**src/rtl/seg7_scan_mux.sv**
```systemverilog
// Time-multiplexed driver for an 8-digit common-anode 7-segment display showing a 32-bit value as hex.
// Registered outputs lag the slot counter by one cycle; the value is captured once per frame.
module seg7_scan_mux #(
  parameter int REFRESH_DIV = 100000,
  parameter int CNT_W       = 17,
  parameter int DEAD        = 4,
  parameter int BLANK_LZ    = 1
) (
  input  logic        clk,
  input  logic        reset,
  input  logic [31:0] din,
  output logic [7:0]  anode,
  output logic [6:0]  cathode
);

  localparam logic [CNT_W-1:0] LAST   = CNT_W'(REFRESH_DIV - 1);
  localparam logic [CNT_W-1:0] DEAD_C = CNT_W'(DEAD);

  logic [CNT_W-1:0] cnt;
  logic [2:0]       idx;
  logic [31:0]      snap;
  logic [31:0]      upper;
  logic [3:0]       nib;
  logic             blank;
  logic             slot_end;

  function automatic logic [6:0] hex7(input logic [3:0] v);
    case (v)
      4'h0:    hex7 = 7'h40;
      4'h1:    hex7 = 7'h79;
      4'h2:    hex7 = 7'h24;
      4'h3:    hex7 = 7'h30;
      4'h4:    hex7 = 7'h19;
      4'h5:    hex7 = 7'h12;
      4'h6:    hex7 = 7'h02;
      4'h7:    hex7 = 7'h78;
      4'h8:    hex7 = 7'h00;
      4'h9:    hex7 = 7'h10;
      4'hA:    hex7 = 7'h08;
      4'hB:    hex7 = 7'h03;
      4'hC:    hex7 = 7'h46;
      4'hD:    hex7 = 7'h21;
      4'hE:    hex7 = 7'h06;
      default: hex7 = 7'h0E;
    endcase
  endfunction

  // Shifting the current digit down to bit 0 gives both the nibble and
  // the "everything above is zero" test for leading-zero blanking.
  always_comb begin
    upper    = snap >> {idx, 2'b00};
    nib      = upper[3:0];
    blank    = (BLANK_LZ != 0) && (idx != 3'd0) && (upper == 32'h0);
    slot_end = (cnt == LAST);
  end

  always_ff @(posedge clk) begin
    if (reset) begin
      cnt     <= '0;
      idx     <= 3'd0;
      snap    <= 32'h0;
      anode   <= 8'hFF;
      cathode <= 7'h7F;
    end else begin
      cnt <= slot_end ? '0 : cnt + 1'b1;
      if (slot_end) begin
        idx <= idx + 3'd1;
        // Capture only at frame end so a scan never mixes two values.
        if (idx == 3'd7)
          snap <= din;
      end
      anode   <= ((cnt < DEAD_C) || blank) ? 8'hFF : ~(8'h01 << idx);
      cathode <= blank ? 7'h7F : hex7(nib);
    end
  end

endmodule

```
**config.mk**
```make
export PLATFORM = sky130hd
export DESIGN_NAME = seg7_scan_mux
export DESIGN_NICKNAME = d
export VERILOG_FILES = /design/src/rtl/seg7_scan_mux.sv
export SDC_FILE = /design/constraint.sdc
export NUM_CORES = 1
export LEC_CHECK = 0
export CELL_PAD_IN_SITES_DETAIL_PLACEMENT = 1
export CELL_PAD_IN_SITES_GLOBAL_PLACEMENT = 2
export CORE_ASPECT_RATIO = 0.7
export CORE_UTILIZATION = 30
export CTS_CLUSTER_SIZE = 28
export DETAILED_ROUTE_END_ITERATION = 6
export PLACE_DENSITY_LB_ADDON = 0.1
export SYNTH_ARGS = -nofsm -noshare
export SYNTH_HDL_FRONTEND = slang
export SYNTH_SLANG_ARGS = --single-unit
export TNS_END_PERCENT = 5
```
**constraint.sdc**
```tcl
create_clock -name clk -period 2.5 [get_ports clk]
set_input_delay 0.625 -clock clk [delete_from_list [all_inputs] [get_ports clk]]
set_output_delay 0.625 -clock clk [all_outputs]
set_load 0.03 [all_outputs]
```
# After elaboration in Yosys (flattened, before gate mapping)
# Memories as Yosys holds them, arrays and structs flattened. A register that Yosys moved wholly into a read port is not among the register bits.
# Index checks and enable logic that the tools add are counted.
# Widths: inputs -> output; s select.
# totals
ff_bits,60
latch_bits,0
mem_bits_rw,0
mem_bits_ro,112
in_bits,34
output_inout_bits,15
elab_cells,21
n_memories,1
# op_classes
add_sub_neg,2
multipliers,0
n_div,0
n_lt_le_gt_ge,1
n_eq_ne,2
shift,2
muxes,0
n_bitwise,1
reduce_logical,8
# mem_list
name,depth,word_bits,rd,rd_ports_with_merged_regs,wr,line,source
(name not given),16,7,1,1,0,28,case (v)
# op_table
op,n
$logic_not 32->1,1
$shr 32x5->32,1
$add 17x1->17 const B,1
$eq 17x17->1 const B,1
$lt 17x3->1 const B,1
$not 8->8,1
$shl 1x3->8 const A,1
$reduce_or 2->1,3
$add 3x1->3 const B,1
$eq 3x3->1 const B,1
$reduce_bool 3->1,1
$reduce_and 2->1,1
$logic_and 1x1->1,1
$logic_or 1x1->1,1

# Depth between registers and ports, before layout
# Gate-level depths: netlist of run 1.
# depth
ltp_word,5
ltp_mapped,10
depth_no_buf,8

# Worst setup path before layout of run 1
# OpenSTA, ideal clock, no wires.
# synth_path
kind,register to register
startpoint,reg idx[0]
endpoint,reg anode[3]
setup_time_ns,0.079
arrival_time_ns,2.583
required_time_ns,2.421
setup_slack_ns,-0.162
path_stages_with_launch,11
path_buffers,3
synth_period_minus_slack_ns,2.662
cell_sequence,dfxtp_1 buf_6 buf_2 mux4_2 mux2i_1 ha_1 inv_1 a211oi_1 a31oi_4 buf_6 o211ai_1
# synth_via
elab_chain_cells,5
word_cells_on_any_way,8
cone_classes,shift: 2; bitwise: 1; reduce/logical: 5
# synth_lines
item,line,source
"start, declared",20,logic [2:0] idx;
"start signal, assigned",67,idx <= idx + 3'd1;
$shr 32x5->32,51,"upper = snap >> {idx, 2'b00};"
$logic_not 32->1,53,blank = (BLANK_LZ != 0) && (idx != 3'd0) && (upper == 32'h0);
$logic_and 1x1->1,53,
$logic_or 1x1->1,72,anode <= ((cnt < DEAD_C) || blank) ? 8'hFF : ~(8'h01 << idx);
$reduce_or 2->1 (no line),n/a,
"end signal, assigned",72,
"end, declared",12,"output logic [7:0] anode,"
# Parallel ways exist; a longest one is shown, timed or not.
# A chain may end at the register's enable or synchronous reset.

# Final worst setup path of run 1
# layout_path
startpoint,reg idx[0]
endpoint,reg cathode[4]
# layout_via
elab_chain_cells,4
word_cells_on_any_way,5
cone_classes,shift: 1; reduce/logical: 4
# layout_lines
item,line,source
$shr 32x5->32,51,
$logic_not 32->1,53,
$logic_and 1x1->1,53,
$reduce_or 2->1 (no line),n/a,
"end, declared",13,output logic [6:0] cathode
# Parallel ways exist; a longest one is shown, timed or not.

==> impl_summary.txt, run 1 <==
----------------------------------------------------
[Run status]
  Result of the run ... finished clean

[Cells and area]
  Antenna Cells ... 0
  # nets final ... between 400 and 500
  Total area of sequential cells ... 1340 um^2
  Fraction of final layout cells sized beyond drive strength 1 ... 11.9%
  Post-Layout Inst Area ... 4200 um^2
  # fillers ... approximately 1.2k
  Total area of multi-input combinational cells ... 1760 um^2
  Synth-to-layout area growth ... 30.3%

[CTS]
  Clk root buf ... clkbuf_16
  Count of clock tree sinks ... 67
  Number of H-tree branching levels ... 3
  TritonCTS Buffers ... 9
  Maximum buffer depth of the clock tree ... 2
  TritonCTS clock tree ... done
  Hold buffers post-CTS ... 0
  Worst-skew pair later-pin latency ... 0.34 ns
  Clock-pin slew on the worst setup and hold paths ... 0.05 ns

[Yosys]
  Area contributors post-synth ... dfxtp_1 (42%), mux2i_1 (12%), nor2_1 (7.1%)
  Post-synthesis net count ... 373
  Syn Std Cell Area ... 3220 um^2
  Mux contribution to synthesized area ... 18.5%
  Gate count after technology mapping ... 327
  Fraction of registers with async set/reset ... 0%
  Area share of the largest cell type after synthesis ... 41.6%
  Library cell occupying the most area in the post-synthesis netlist ... dfxtp_1
  Number of enable flip-flop cells after synthesis ... 0
  Complex-gate fraction of the synthesized area ... ~8.5%
  Main combinational cell family by area after synthesis ... multiplexers
  Sequential area share after synthesis ... slightly above 40%
  Yosys warning total ... 0
  Synth Area in Simple Gates ... 17.9%
  Syn Area/Cell ... 9.86 um^2
  Post-synthesis register bit count ... 67
  Dominant synthesized flop cell ... dfxtp_1
  XOR/XNOR Fraction of Synth Area ... 4.62%
  Distinct cell type count after synthesis ... 46
  Adder-cell share of the synthesized area ... 4.66%

[STA]
  Final Max Slew Viols ... 0
  Unrepaired setup endpoints after global routing ... false
  Final period utilization ... between 90 and 100%
  Clk_skew ... 0.00423 ns
  Endpoints failing hold ... 0
  Final count of negative-setup-slack endpoints ... 0
  Slew at the pin closest to its max-slew limit ... 0.630 ns
  Time the final worst path needs with I/O delays and setup ... 2.32 ns
  Max-slew headroom ... 57.6%
  Setup slack after layout ... 0.178 ns
  Sum Neg Setup Slack ... 0 ns
  Tightest hold margin ... approximately 0.47 ns
  Maximum clock frequency ... 0.431 GHz

[Detailed routing]
  Detailed-route wire length ... 8390 um
  Detailed Routing Iterations Pass 1 ... 4
  First-iteration detailed-routing DRC count ... 159
  Average wire per standard cell ... between 15 and 20 um
  ANT nets after route ... 0
  Residual DRC count ... 0
  Via total after detailed routing ... 2625
  Ratio of routed vias to standard cells ... a little over 5

[Worst setup path]
  Required time of the critical path ... 2.71 ns
  Cell depth of the worst flop-to-flop path ... 7
  Signal arrival time at the worst endpoint ... roughly 2.5 ns
  Category of the worst setup path launch point ... flip-flop
  Worst Setup Path Type ... flip-flop to flip-flop
  Nature of the critical path endpoint ... flip-flop
  Largest fanout on the critical path ... 14

[Global routing]
  GRT Residual Overflow ... 0
  Largest net degree at the start of global routing ... 33
  Number of antenna violations at the first check in global routing ... 0
  Global-route wire length before repair ... approximately 14000 um
  Aggregate global-route resource usage ... 16.5%
  Vias in the first global route ... 2617

[Floorplan]
  Floorplan die width ... 126 um
  Num ports ... 49
  Row count ... 31
  Core Footprint ... 10400 um^2
  Full die area ... 11200 um^2
  Initial core utilization ... 31.0%
  Die Height ... about 89 um

[Placed design]
  Post-place setup slack ... 0.0144 ns
  Hpwl dp ... about 6200 um
  Routability-driven placement congestion ratio ... 0.797
  Post-Place Cell Area ... 3910 um^2
  Number of input and output port buffers inserted ... 48

[Hold path]
  Worst min path class ... flip-flop to flip-flop
  Cell depth of the worst min-delay path ... 1

[Power]
  Pwr per Cell Area ... between 500 and 600 nW/um^2
  Total power ... around 2500 uW
  Leakage power ... 0.00180 uW
  Max IR drop VDD ... 0.326 mV

[Flow run]
  Max_cap viols ... 0

----------------------------------------------------
worst paths after layout:
path	start	endpoint	slack, ns
setup / recovery	idx[0]	cathode[4]	0.18
hold / removal	cnt[0]	cnt[0]	0.47
setup reg to reg	idx[0]	cathode[4]	0.18
hold reg to reg	cnt[0]	cnt[0]	0.47
layer usage:
layer | up-vias | track usage, % | share of wire (%)
met2 | 43 | 25.6 | 42
met4 | 0 | 6.90 | 1.5
met1 | 1273 | 21.8 | 52
li1 | 1297 | - | -
met3 | 12 | 4.53 | 4.0
met5 | - | 0 | 0
registers in the layout, summed over array words and instances, names as in the netlist:
| name | cells |
|---|---|
| anode | 8 |
| cathode | 7 |
| cnt | 17 |
| idx | 3 |
| snap | 32 |
synth_stat cells, drive strengths merged, types with 4 or more instances:
cell type,n
ha,12
a22oi,4
o211ai,4
mux2i,39
dfxtp,67
nor3,6
nor2,61
clkbuf,6
nor4,13
xor2,6
o2111ai,4
nand3,8
nand4,10
buf,12
o21ai,9
inv,10
xnor2,11
nand2,9
mux4,8
cells in the final DEF, fill, tap and decap left out, types with 2 or more instances in the layout:
master,netlist,routed
clkdlybuf4s50_1,0,48
nand3_1,7,7
o211ai_1,4,4
nor4_1,12,12
mux2i_2,1,3
o21ai_0,5,5
o22ai_1,2,2
ha_1,12,12
nand3b_1,2,2
nor2_1,61,61
nand2b_1,2,2
a311oi_1,3,3
clkinv_2,0,3
nand4_1,10,10
a22oi_1,4,4
mux4_1,3,2
clkbuf_16,0,9
nor3_1,6,6
mux4_2,5,6
and3_1,2,2
o21ai_1,4,4
dfxtp_1,67,66
inv_1,10,10
mux2i_1,38,36
o2111ai_1,4,4
or3_1,3,3
a32oi_1,2,2
xnor2_1,11,11
xor2_1,6,6
buf_4,1,14
nand2_1,9,9
worst max-delay path, cell delays in order, from the launching register on:
cell and delay, ns:
dfxtp_1 0.42, buf_4 0.24, mux4_1 0.68, mux2i_2 0.23, buf_4 0.23, nand2_1 0.09
a32oi_1 0.22, o21ai_1 0.09
through the flow:
step                      util (%)  instances
after floorplan                  -        327
after global placement        37.6        504
after detailed placement      37.6        504
after CTS                     40.4        520
after global routing          40.4        520
final                         40.4        520
kinds of logic after synthesis:
group	after synthesis
buffers and inverters	28
adders and majority gates	12
xor gates and xnor gates	17
muxes	48
and+or+nand+nor	119
AOI/OAI and AO/OA	36
DFF	67
report_power, final:
part | total (uW) | internal (uW) | switching [uW]
registers | 1080 | 1080 | 6.17
clock network | 1260 | 793 | 469
logic | 118 | 69.1 | 48.9
total | 2470 | 1940 | 524
area by class of cell:
type / count / share of cell area [%]
repair buffers: 63 / 14.4
well taps: 132 / 3.93
clock inverters: 5 / 1.25
inverters: 10 / 0.893
flip-flops and latches: 67 / 31.9
multi-input cells: 232 / 41.8
clock buffers: 11 / 5.78
timing repair:
item,in CTS,in global routing
setup buffers,0,0
gates resized for setup,0,3
endpoints found under the setup margin,0,15
No activity file was read; power rests on OpenSTA's default activity.
==> run 2, diff against run 1 <==
--- a/config.mk
+++ b/config.mk
@@ -11,6 +11,7 @@
 export CORE_UTILIZATION = 30
 export CTS_CLUSTER_SIZE = 28
 export DETAILED_ROUTE_END_ITERATION = 6
+export MAX_ROUTING_LAYER = met4
 export PLACE_DENSITY_LB_ADDON = 0.1
 export SYNTH_ARGS = -nofsm -noshare
 export SYNTH_HDL_FRONTEND = slang
==> run 2 against run 1 <==
  * Largest cell class unchanged
  * Clock skew is essentially flat
  * Clock-buffer cell count is the same
  * Highest routed layer unchanged
  * Sequential share of layout area fell by 0.24 points
  * Routed wire length is 2.4% higher
  * Hold slack barely moved
  * First-iteration DRC count down 19%
==> impl_summary.txt, run 2 (same netlist as run 1, synthesis figures left out) <==
----------------------------------------------------
[Run status]
  Result of the run ... finished clean

[STA]
  Final period utilization ... 92.9%
  Max-slew headroom ... around 58%
  Unrepaired setup endpoints after global routing ... false
  Endpoints failing hold ... 0
  Time the final worst path needs with I/O delays and setup ... 2.32 ns
  Final count of negative-setup-slack endpoints ... 0
  Tightest hold margin ... roughly 0.47 ns
  Sum Neg Setup Slack ... 0 ns
  Slew at the pin closest to its max-slew limit ... slightly above 0.6 ns
  Maximum clock frequency ... 0.430 GHz
  Clk_skew ... 0.00390 ns
  Final Max Slew Viols ... 0
  Setup slack after layout ... roughly 0.18 ns

[CTS]
  Hold buffers post-CTS ... 0
  TritonCTS clock tree ... done
  Number of H-tree branching levels ... 3
  Maximum buffer depth of the clock tree ... 2
  TritonCTS Buffers ... 9
  Clk root buf ... clkbuf_16
  Count of clock tree sinks ... 67
  Worst-skew pair later-pin latency ... 0.34 ns
  Clock-pin slew on the worst setup and hold paths ... about 0.05 ns

[Detailed routing]
  Detailed Routing Iterations Pass 1 ... 4
  Average wire per standard cell ... 16.5 um
  Residual DRC count ... 0
  ANT nets after route ... 0
  First-iteration detailed-routing DRC count ... 128
  Detailed-route wire length ... 8590 um
  Ratio of routed vias to standard cells ... 5.10
  Via total after detailed routing ... ~2.7k

[Cells and area]
  Top Registers ... snap (32), cnt (17), anode (8)
  Post-Layout Inst Area ... 4230 um^2
  Synth-to-layout area growth ... 31.3%
  # fillers ... 1189
  Most flop-heavy register ... snap
  Fraction of final layout cells sized beyond drive strength 1 ... 12.1%
  # nets final ... about 430
  Max reg flops ... 32
  Antenna Cells ... 0
  Most frequent cells in the layout ... dfxtp_1 (66), nor2_1 (61), clkdlybuf4s50_1 (48)
  Most common cell after layout, fill and taps aside ... dfxtp_1

[Worst setup path]
  Signal arrival time at the worst endpoint ... approximately 2.6 ns
  Delay of the slowest critical-path stage ... 0.63 ns
  Cells traversed along the worst timing path ... mux4_1, mux2i_2, ha_1, inv_1, a211oi_4, a31oi_4, o221ai_1
  Category of the worst setup path launch point ... flip-flop
  Worst Setup Path Type ... flip-flop to flip-flop
  Nature of the critical path endpoint ... flip-flop
  Largest fanout on the critical path ... 8
  Family with the most delay on the worst path ... multiplexers
  Worst-path cell with the longest stage delay ... mux4_1
  Levels on crit path ... 7
  Required time of the critical path ... 2.75 ns
  Cell depth of the worst flop-to-flop path ... 7
  Number of buffers and inverters on the critical path ... 1

[Floorplan]
  Die Height ... approximately 90 um
  Initial core utilization ... 31.0%
  Floorplan die width ... 126 um
  Core Footprint ... 10400 um^2
  Row count ... 31
  Num ports ... 49
  Full die area ... 11200 um^2

[Placed design]
  Hpwl dp ... 6190 um
  Routability-driven placement congestion ratio ... 0.808
  Number of input and output port buffers inserted ... 48
  Post-Place Cell Area ... slightly below 4000 um^2
  Post-place setup slack ... approximately 0.014 ns

[Hold path]
  Cell depth of the worst min-delay path ... 1
  Worst min path class ... flip-flop to flip-flop

[Flow run]
  Max_cap viols ... 0

[Global routing]
  Number of antenna violations at the first check in global routing ... 0
  GRT Residual Overflow ... 0
  Global-route wire length before repair ... 13800 um
  Largest net degree at the start of global routing ... 33
  Vias in the first global route ... 2616
  Aggregate global-route resource usage ... 17.1%

[Power]
  Max IR drop VDD ... between 0.3 and 0.4 mV
  Total power ... 2470 uW
  Leakage power ... 0.00181 uW
  Pwr per Cell Area ... 583 nW/um^2

----------------------------------------------------
-- run 2: path summary, 6_finish.rpt --
kind,start,to,slack [ns]
setup / recovery,idx[0],cathode[1],0.18
hold / removal,cnt[0],cnt[0],0.47
setup reg to reg,idx[0],cathode[1],0.18
hold reg to reg,cnt[0],cnt[0],0.47
-- run 2: per-layer routing --
metal	vias to the layer above	GRT usage, %	wire length (um)
met4	0	6.90	153
met5	-	-	0
li1	1309	-	-
met2	51	25.6	3610
met3	15	4.72	327
met1	1287	21.8	4500
-- run 2: what timing repair did --
action	in CTS	in global routing
resized for setup	0	3
endpoints found under the setup margin	0	15
setup buffers	0	1
-- run 2: layout make-up --
class / count / area [um^2] / share of cell area, %
inverter: 10 / 37.5 / 0.887
clock buffer: 11 / 243 / 5.73
sequential: 67 / 1340 / 31.7
clock inverter: 5 / 52.6 / 1.24
tap: 132 / 165 / 3.90
timing repair buffer: 64 / 613 / 14.5
multi-input combinational: 233 / 1780 / 42.1
-- run 2: per-stage QoR --
step / utilization, % / std cells
2_1_floorplan: - / 327
3_3_place_gp: 37.6 / 504
3_5_place_dp: 37.6 / 504
4_1_cts: 40.4 / 520
5_1_grt: 40.7 / 522
6_report: 40.7 / 522
-- run 2: power breakdown --
group	switching [uW]	total (uW)	internal, uW
Combinational	49.8	119	69.6
Sequential	6.20	1080	1080
Clock	470	1260	793
Total	526	2470	1940
